==> config.mk <==
export PLATFORM = sky130hd
export DESIGN_NAME = usb_port_reset_sequencer
export DESIGN_NICKNAME = d
export VERILOG_FILES = /design/src/rtl/usb_port_reset_sequencer.sv
export SDC_FILE = /design/constraint.sdc
export NUM_CORES = 1
export LEC_CHECK = 0
export ABC_AREA = 1
export BUFFER_PORTS_ARGS = -buffer_cell sky130_fd_sc_hd__buf_2
export CAP_MARGIN = 20
export CORE_MARGIN = 10
export CORE_UTILIZATION = 60
export CTS_CLUSTER_SIZE = 10
export DETAILED_ROUTE_END_ITERATION = 10
export PLACE_DENSITY = 0.85
export SLEW_MARGIN = 15
export SYNTH_ARGS = -nofsm -noshare
export SYNTH_HDL_FRONTEND = slang
export SYNTH_SLANG_ARGS = --single-unit
==> constraint.sdc <==
create_clock -name clk -period 2.09 [get_ports clk]
set_clock_uncertainty 0.1 [all_clocks]
set_input_delay 0.209 -clock clk [delete_from_list [all_inputs] [get_ports clk]]
set_output_delay 0.209 -clock clk [all_outputs]
set_load 0.02 [all_outputs]
==> src/rtl/usb_port_reset_sequencer.sv <==
// USB port attach/reset sequencer: settle, SE0 bus reset, recovery, enable.
// Optional line-state speed latch is built when USB_PORT_SPEED_DETECT_EN is defined.
module usb_port_reset_sequencer #(
    parameter int SETTLE_CYCLES   = 6000000,
    parameter int RESET_CYCLES    = 600000,
    parameter int RECOVERY_CYCLES = 600000,
    parameter int CNT_W           = 24
) (
    input  logic       clk,
    input  logic       reset_n,
    input  logic       device_connected,
    input  logic       disconnect_detected,
    input  logic [1:0] line_state,
    input  logic       bus_reset_req,
    output logic       detector_enable,
    output logic       drive_se0,
    output logic       port_enabled,
    output logic       downstream_reset,
    output logic [1:0] dev_speed,
    output logic [2:0] state
);

    localparam logic [2:0] S_IDLE     = 3'd0;
    localparam logic [2:0] S_SETTLE   = 3'd1;
    localparam logic [2:0] S_BUS_RST  = 3'd2;
    localparam logic [2:0] S_RECOVERY = 3'd3;
    localparam logic [2:0] S_ENABLED  = 3'd4;

    // The counter reads k-1 in the k-th cycle of a state, so the last cycle is N-1.
    localparam logic [CNT_W-1:0] SETTLE_LAST   = CNT_W'(SETTLE_CYCLES - 1);
    localparam logic [CNT_W-1:0] RESET_LAST    = CNT_W'(RESET_CYCLES - 1);
    localparam logic [CNT_W-1:0] RECOVERY_LAST = CNT_W'(RECOVERY_CYCLES - 1);

    localparam logic [1:0] SPEED_FULL = 2'b01;
    localparam logic [1:0] SPEED_LOW  = 2'b00;
    localparam logic [1:0] LINE_K     = 2'b10;

    logic [2:0]       state_q, state_d;
    logic [CNT_W-1:0] cnt_q, cnt_d;
    logic             pulse_d;
    logic             det_en_q, det_en_d;
    logic             se0_q, se0_d;
    logic             port_en_q, port_en_d;
    logic             dn_rst_q;
    logic [1:0]       speed_q, speed_d;

    always_ff @(posedge clk or negedge reset_n) begin
        if (!reset_n) begin
            state_q   <= S_IDLE;
            cnt_q     <= '0;
            det_en_q  <= 1'b1;
            se0_q     <= 1'b0;
            port_en_q <= 1'b0;
            dn_rst_q  <= 1'b0;
            speed_q   <= SPEED_FULL;
        end else begin
            state_q   <= state_d;
            cnt_q     <= cnt_d;
            det_en_q  <= det_en_d;
            se0_q     <= se0_d;
            port_en_q <= port_en_d;
            dn_rst_q  <= pulse_d;
            speed_q   <= speed_d;
        end
    end

    always_comb begin
        state_d = state_q;
        pulse_d = 1'b0;
        case (state_q)
            S_IDLE: begin
                if (device_connected) begin
                    state_d = S_SETTLE;
                end
            end
            S_SETTLE: begin
                if (!device_connected) begin
                    state_d = S_IDLE;
                end else if (cnt_q == SETTLE_LAST) begin
                    state_d = S_BUS_RST;
                    pulse_d = 1'b1;
                end
            end
            S_BUS_RST: begin
                if (cnt_q == RESET_LAST) begin
                    state_d = S_RECOVERY;
                end
            end
            S_RECOVERY: begin
                if (cnt_q == RECOVERY_LAST) begin
                    if (device_connected) begin
                        state_d = S_ENABLED;
                    end else begin
                        state_d = S_IDLE;
                        pulse_d = 1'b1;
                    end
                end
            end
            S_ENABLED: begin
                // Loss of the device takes priority over a re-reset request.
                if (disconnect_detected || !device_connected) begin
                    state_d = S_IDLE;
                    pulse_d = 1'b1;
                end else if (bus_reset_req) begin
                    state_d = S_BUS_RST;
                    pulse_d = 1'b1;
                end
            end
            default: begin
                state_d = S_IDLE;
            end
        endcase

        if (state_d != state_q) begin
            cnt_d = '0;
        end else if (&cnt_q) begin
            cnt_d = cnt_q;
        end else begin
            cnt_d = cnt_q + CNT_W'(1);
        end
    end

    // Output values are decoded from the next state so they register on the same edge as state.
    always_comb begin
        det_en_d  = (state_d != S_BUS_RST);
        se0_d     = (state_d == S_BUS_RST);
        port_en_d = (state_d == S_ENABLED);
`ifdef USB_PORT_SPEED_DETECT_EN
        speed_d = speed_q;
        if ((state_q == S_SETTLE) && (state_d == S_BUS_RST)) begin
            speed_d = (line_state == LINE_K) ? SPEED_LOW : SPEED_FULL;
        end
`else
        speed_d = SPEED_FULL;
`endif
    end

`ifndef USB_PORT_SPEED_DETECT_EN
    logic unused_line_state;
    assign unused_line_state = ^line_state;
    logic [1:0] unused_speed_low;
    assign unused_speed_low = SPEED_LOW ^ LINE_K;
`endif

    assign state            = state_q;
    assign detector_enable  = det_en_q;
    assign drive_se0        = se0_q;
    assign port_enabled     = port_en_q;
    assign downstream_reset = dn_rst_q;
    assign dev_speed        = speed_q;

endmodule
== Word-level counts from Yosys, hierarchy flattened ==
Index checks and enable logic that the tools add are counted.
Word-level totals
  logic and storage cells: 40
  flip-flop bits (word level): 31
  output and inout port bits: 9
Cells by class
  equality and inequality tests: 11
  reduce and logical (&&, ||, !) cells: 4
  muxes and demuxes: 18
  $add $sub $neg: 1
Operators by type and width (number)
  $mux W24: 2
  $add A24 B1 Y24 const B: 1
  $eq A24 B20 Y1 const B: 1
  $eq A24 B23 Y1 const B: 1
  $mux W3: 8
  $reduce_and A24 Y1: 1
  $pmux W3 S5: 1
  $eq A3 B2 Y1 const B: 3
  $eq A3 B3 Y1 const B: 2
  $mux W1: 6
  $eq A3 B1 Y1 const B: 1
  $logic_not A3 Y1: 1
  $ne A3 B2 Y1 const B: 1
  $ne A3 B3 Y1: 1
  $pmux W1 S3: 1
  $ne A2 B2 Y1 const B: 1
  $logic_not A1 Y1: 1
  $logic_or A1 B1 Y1: 1

== Logic depth before layout (Yosys ltp) ==
Gate-level depths: netlist of the first run.
  word-level depth: 6
  mapped depth: 13

== Least setup slack after synthesis of the first run ==
OpenSTA, ideal clock, no wires.
  kind: reg-to-reg
  start: reg cnt_q[0]
  end: reg cnt_q[3]
  slack: 239 ps
  stages on the path, launching flop included: 14
  path buffers: 1
  required time: 1862 ps
  clock period less this slack: 1851 ps
  setup time: 128 ps
  data arrival time: 1624 ps
  path through: dfrtp_1 > ha_1 > nand2_2 > nor2_8 > nand2_4 > nor2_4 > nand3_1 > nand2_2 > nand3_2 > nand2_1 > nand2_2 > nand3_4 > buf_12 > nor2_4
On the way
  cells in the longest elaborated chain, start to end: 6
  elaborated cells on any way between the ends: 13
Ends and longest elaborated chain
  start: declaration: RTL line 39  | logic [CNT_W-1:0] cnt_q, cnt_d;
  start signal: assignment: RTL line 58  | cnt_q <= cnt_d;
  $eq A24 B23 Y1: RTL line 79  | end else if (cnt_q == SETTLE_LAST) begin
  $mux W3: RTL line 79
  $mux W3: RTL line 77  | if (!device_connected) begin
  $pmux W3 S5 *: RTL line 70  | case (state_q)
  net state_d[0]: RTL line 38  | logic [2:0] state_q, state_d;
  $ne A3 B3 Y1 *: RTL line 114  | if (state_d != state_q) begin
  $ne A2 B2 Y1 (no line) / $mux W24 (equally long branches)
Mark *: on every way through the listed nets, which the timed path passes. The rest lies on a longest branch. The select of a mux whose other input is x is not followed.
A chain may end at the register's enable or synchronous reset.

== Worst setup path after layout of the first run ==
  start: reg cnt_q[1]
  end: reg cnt_q[12]
The elaborated chain is that of the path after synthesis.

==> run_results.csv, run 1 <==
group,metric,value,unit
critical_path,slowest_delay,0.38,ns
pwr,p_per_area,430,nW/um2
critical_path,cp.arrival,2.10,ns
yosys,synthAdderAreaFrac,0.577,%
yosys,yosys_warnings,0,
layout,drive_above_1_share,25.9,%
global_routing,grt_pass1_wl,7380,um
critical_path,critPathMaxFanout,13,
sta,fin_crit_sh,93.6,%
critical_path,rr_worst_depth,13,
pwr,pwr-share-comb,2.2,%
clock_network,root_buffer,"clkbuf_4",
yosys,synth_top_family_by_area,"simple AND/OR/NAND/NOR gates",
placement,dp_slack,0.0643,ns
sta,finalMaxSlewViolations,0,
pwr,power_frac_clock,39.4,%
pwr,p_sw_share,21.9,%
routing,finalWirelength,4220,um
yosys,synth_mux_area_share,0,%
routing,drcViolationCount,0,
routing,post_drt_via_cell_ratio,5.19,
global_routing,gr-total-overflow,0,
layout,finalInstanceArea,2380,um2
critical_path,rr_startpoint,"cnt_q[1]",
clock_network,cts.sinks,31,
yosys,yosys_register_bits,31,
clock_network,h-tree-depth,2,
placement,dp_hpwl,3190,um
critical_path,crit_path_start_kind,"register",
critical_path,r2r_setup_slack,0.13,ns
clock_network,clockBufferDepth,2,
pwr,vdd_drop_max,0.372,mV
global_routing,grt_antenna_before_repair,0,
yosys,synth_xor_area_share,5.65,%
placement,portBuffers,11,
sta,hold_violations,0,
min_path,holdPathEnd,"downstream_reset",
layout,num_antenna_cells,0,
clock_network,cts_tree,"built",
min_path,whs_path_depth,5,
layout,area_growth,9.92,%
pwr,switching_power,0.224,mW
status,outcome,"completed",
layout,register_area,777,um2
yosys,synth-compound-area-share,2.83,%
placement,dpl-instance-area,2270,um2
yosys,synthCells,273,
yosys,yosys.area_share.simple,44.8,%
critical_path,cp_top_family,"simple AND/OR/NAND/NOR gates",
sta,fin_setup_tns,0,ns
pwr,total_power,1.03,mW
sta,rsz0062_at_grt,"no",
die,ioPinCount,16,
routing,ant_nets,0,
die,start_util,63.5,%
die,row_count,21,
critical_path,cp_slowest_cell,"dfrtp_1",
sta,setup_viol_count_final,0,
layout,fin_util,69.8,%
critical_path,cp_data_required_time,2.23,ns
critical_path,worst-setup-path-type,"reg -> reg",
yosys,syn_nets,281,
sta,period_minus_slack,1.96,ns
layout,fin_nets,301,
routing,dr.pass1.iters,4,
critical_path,rr_endpoint,"cnt_q[12]",
global_routing,grt_pass1_vias,1748,
layout,multi_input_area,1200,um2
routing,num_vias,1763,
sta,fmaxAchievable,0.511,GHz
min_path,hold_start,"disconnect_detected",
clock_network,cts.clk_slew.worst_paths,0.09,ns
critical_path,critPathBufInv,1,
pwr,pwr-share-seq,58.4,%
min_path,hp-class,"in -> reg",
job,max_cap_viol_count,0,
die,dieArea,6420,um2
global_routing,grt_use_total,14.4,%
critical_path,end_kind,"register",
die,core-area,3420,um2
yosys,yosysSeqAreaShare,35.8,%
layout,fillers,271,
clock_network,cts_buffers,5,
yosys,synth.avg_cell_area,7.95,um2
clock_network,clkLatencyLatePin,0.35,ns
pwr,intPower,0.801,mW
sta,relSlewSlack,55.0,%
die,die_h,80.1,um
sta,worst_pin_slew,0.675,ns
placement,routabilityCongestion,0.921,
critical_path,cp_common_cell,"nand2_2",
sta,setup_ws,0.134,ns
critical_path,path_cells,"ha_2 > nand2_2 > nor2_8 > nand2_4 > nor2_4 > nand3_1 > nand2_2 > nand3_2 > nand2_2 > nand2_2 > nand3_4 > buf_12 > nor2_1",
routing,wire_per_inst,12.4,um
pwr,cellLeakagePower,1.07,nW
die,die_w,80.1,um
routing,drtIter0Drc,183,
yosys,synth_cell_type_count,32,
global_routing,grt_max_degree,32,
yosys,synth_area,2170,um2
-- worst max path at each step --
stage                      endpoint  slack [ns]     start  depth (start not counted)
final                     cnt_q[12]        0.13  cnt_q[1]                         13
after global routing      cnt_q[23]       0.005  cnt_q[1]                         12
after CTS                 cnt_q[16]        0.05  cnt_q[1]                         10
after detailed placement  cnt_q[16]        0.06  cnt_q[1]                         10
after global placement    cnt_q[16]        0.12  cnt_q[1]                         10
after floorplan            cnt_q[3]        0.24  cnt_q[0]                         13
-- flip-flops by register name, indices dropped and copies added (netlist names) --
name / flops
cnt_q: 24
detector_enable: 1
drive_se0: 1
state: 3
port_enabled: 1
downstream_reset: 1
-- metrics by stage --
| stage | hold WS, ns | cells |
|---|---|---|
| after floorplan | -0.187 | 273 |
| after global placement | 0.182 | 329 |
| after detailed placement | 0.185 | 329 |
| after CTS | 0.113 | 338 |
| after global routing | 0.124 | 340 |
| final | 0.114 | 340 |
-- area by class of cell --
cell class | instances | share of cell area [%]
multi-input combinational | 197 | 50.2
sequential | 31 | 32.6
inverter | 40 | 6.30
timing repair buffer | 18 | 5.67
clock buffer | 8 | 2.89
tap | 46 | 2.41
-- worst min-delay path: stages --
cell and delay, ns:
buf_2 0.07, nor2_1 0.05, nand2_1 0.05, nand2_1 0.04
nand3_1 0.08
-- repair_timing --
item,CTS,global route
hold buffers,1,0
buffers inserted,0,2
hold endpoints to repair,30,0
gates resized for setup,0,5
setup endpoints to repair,0,24
-- layer usage --
metal,global-route usage [%],vias up,part of all wire [%]
met1,16.7,805,43
met5,0,-,0
li1,-,888,-
met3,3.90,14,7.1
met2,23.4,56,47
met4,8.27,0,2.8
-- cells in the mapped netlist (all sizes together) --
| cell type | instances | area (um2) |
|---|---|---|
| o22ai | 1 | 6.26 |
| a31oi | 1 | 6.26 |
| nor3 | 7 | 45.0 |
| conb | 2 | 7.51 |
| ha | 1 | 12.5 |
| xnor2 | 5 | 43.8 |
| nand3 | 26 | 163 |
| dfrtp | 30 | 751 |
| o21bai | 1 | 7.51 |
| o21ai | 4 | 31.3 |
| nand2 | 62 | 258 |
| nand4 | 10 | 62.6 |
| dfstp | 1 | 26.3 |
| clkinv | 1 | 3.75 |
| a21oi | 2 | 10.0 |
| buf | 5 | 66.3 |
| xor2 | 9 | 78.8 |
| nor4 | 2 | 12.5 |
| nor2 | 64 | 432 |
| inv | 39 | 146 |
-- placed cells by master (no fill, tap or decap), types with 4 or more instances in the layout --
master / Yosys / final
nand2_1: 54 / 54
inv_1: 35 / 35
nor2_1: 37 / 35
dfrtp_1: 30 / 30
nor2_4: 22 / 22
nand3_1: 21 / 20
buf_2: 0 / 11
nand4_1: 10 / 10
xor2_1: 9 / 9
nand2_2: 7 / 7
nor2_2: 4 / 6
nor3_1: 5 / 5
xnor2_1: 5 / 5
clkbuf_4: 0 / 5
inv_2: 4 / 4
nand3_2: 4 / 4
buf_4: 2 / 4
-- cell families (layout without fill, tap and decap cells) --
logic type,Yosys count,count (layout)
flops,31,31
xor+xnor,14,14
fa+ha+maj,1,1
buf+inv,45,66
other cells,2,2
simple gates,171,171
compound gates,9,9
-- power by group through the flow --
stage	combinational, mW	sequential [mW]	clock, mW
5_1_grt	0.0256	0.600	0.439
6_report	0.0222	0.599	0.404
3_5_place_dp	0.0217	0.611	0
4_1_cts	0.0231	0.599	0.408
3_3_place_gp	0.0215	0.611	0
2_1_floorplan	0.00864	0.611	0
(Power assumes the default switching activity.)
==> run 2: changes to the inputs <==
- CELL_PAD_IN_SITES_DETAIL_PLACEMENT: default -> 0
- CELL_PAD_IN_SITES_GLOBAL_PLACEMENT: default -> 1
- CORE_UTILIZATION: 60 -> 45
==> run 2 against run 1 <==
  * Count of clock-buffer cells in the layout is the same
  * First-iteration DRC count shrank 60%
  * Sequential cell count is the same
  * Die area grew 25%
  * Register-to-register slack lost 0.03 ns
  * Combinational power grew 2%
  * Via count shrank 1.7%
  * Utilization shrank 16 points
  * Total power grew 12%
  * Wire length grew 12%
  * Sequential power is essentially flat
  * Non-clock buffer count grew 5
==> run_results.csv, run 2 (same netlist as run 1, synthesis figures left out) <==
group,metric,value,unit
clock_network,clockBufferDepth,2,
die,die_h,89.4,um
global_routing,grt_pass1_vias,1699,
critical_path,path_cells,"ha_4 > nand2_4 > nor2_8 > nand2_4 > nor2_4 > nand3_1 > nand2_2 > nand3_2 > nand2_1 > nand2_2 > nand3_4 > clkbuf_16 > nor2_4",
clock_network,cts_buffers,5,
layout,drive_above_1_share,27.4,%
critical_path,cp_slowest_cell,"dfrtp_1",
die,row_count,25,
job,max_cap_viol_count,0,
routing,ant_nets,0,
routing,drtIter0Drc,74,
global_routing,grt_pass1_wl,7890,um
global_routing,grt_antenna_before_repair,0,
global_routing,grt_use_total,12.9,%
sta,holdWs,0.167,ns
sta,worst_pin_slew,0.692,ns
clock_network,root_buffer,"clkbuf_8",
routing,wire_per_inst,13.4,um
layout,multi_input_area,1210,um2
placement,dpl-instance-area,2300,um2
pwr,p_per_area,459,nW/um2
pwr,vdd_drop_max,0.296,mV
layout,finalInstanceArea,2520,um2
sta,period_minus_slack,1.99,ns
layout,largest_register_ffs,24,
placement,dp_hpwl,3580,um
clock_network,cts_tree,"built",
critical_path,crit_path_start_kind,"register",
pwr,total_power,1.15,mW
critical_path,worst-setup-path-type,"reg -> reg",
die,ioPinCount,16,
sta,fin_setup_tns,0,ns
clock_network,h-tree-depth,2,
layout,fin_util,53.6,%
clock_network,cts.clk_slew.worst_paths,0.07,ns
critical_path,end_kind,"register",
sta,finalMaxSlewViolations,0,
routing,num_vias,1733,
routing,finalWirelength,4740,um
clock_network,cts.sinks,31,
pwr,cellLeakagePower,1.14,nW
sta,relSlewSlack,53.9,%
placement,portBuffers,11,
layout,final_cell_mix,"54 x nand2_1, 35 x inv_1, 34 x nor2_1, 30 x dfrtp_1, 22 x nor2_4",
sta,hold_violations,0,
layout,fin_nets,306,
critical_path,cp.arrival,2.06,ns
clock_network,clkLatencyLatePin,0.29,ns
placement,dp_slack,0.0602,ns
layout,fillers,460,
global_routing,grt_max_degree,32,
critical_path,cp_data_required_time,2.16,ns
layout,regMostFlops,"cnt_q",
die,die_w,89.4,um
layout,final_common_cell,"nand2_1",
critical_path,critPathMaxFanout,7,
die,dieArea,8000,um2
routing,drcViolationCount,0,
placement,place_inst,339,
layout,area_growth,16.0,%
die,core-area,4690,um2
status,outcome,"completed",
layout,layout.cells.non_filler,353,
global_routing,gr-total-overflow,0,
routing,post_drt_via_cell_ratio,4.91,
sta,fin_crit_sh,95.0,%
sta,setup_viol_count_final,0,
sta,fmaxAchievable,0.504,GHz
sta,setup_ws,0.104,ns
min_path,hp-class,"in -> reg",
die,start_util,46.2,%
critical_path,slowest_delay,0.40,ns
layout,register_area,777,um2
layout,num_antenna_cells,0,
routing,dr.pass1.iters,4,
placement,routabilityCongestion,0.881,
[run 2: changes by cell type in the layout (fill, tap and decap cells not counted), sizes merged]
cell | previous run | this run
buf | 17 | 20
clkbuf | 8 | 10
[run 2: worst max-delay path, delay by kind of cell, from the launching register on]
kind	cells	cell delay (ns)
DFF	1	0.40
adders and majority gates	1	0.17
buffers and inverters	1	0.21
and+or+nand+nor	11	0.99
[run 2: layout make-up]
| type | instances | area share (%) |
|---|---|---|
| multi-input combinational | 197 | 48.2 |
| sequential | 31 | 30.9 |
| timing repair buffer | 23 | 8.25 |
| inverter | 40 | 5.97 |
| clock buffer | 8 | 3.98 |
| tap | 54 | 2.69 |
[run 2: power breakdown]
part / switching, mW / leakage (nW) / internal (mW) / total (mW)
logic: 0.0180 / 0.680 / 0.00456 / 0.0226
clock network: 0.231 / 0.0515 / 0.300 / 0.531
registers: 0 / 0.405 / 0.600 / 0.600
[run 2: timing repair]
| item | CTS | global route |
|---|---|---|
| hold endpoints to repair | 30 | 0 |
| hold buffers | 1 | 0 |
| buffers inserted | 0 | 3 |
| setup endpoints to repair | 0 | 24 |
| resized for setup | 0 | 8 |
[run 2: path summary, 6_finish.rpt]
kind	from	endpoint	slack, ns	cells after the start
max	cnt_q[1]	cnt_q[20]	0.10	13
min	bus_reset_req	downstream_reset	0.17	5
max reg2reg	cnt_q[1]	cnt_q[20]	0.10	13
min reg2reg	cnt_q[5]	cnt_q[5]	0.53	2
max in group asynchronous	reset_n	cnt_q[0]	1.05	2
min in group asynchronous	reset_n	cnt_q[17]	0.40	2
[run 2: per-layer routing]
metal / vias to the layer above / share of wire (%) / global-route usage, %
met5: - / 0 / 0
met4: 0 / 1.7 / 5.06
met3: 6 / 3.7 / 3.28
met2: 31 / 48 / 20.9
met1: 797 / 47 / 16.0
li1: 899 / - / -
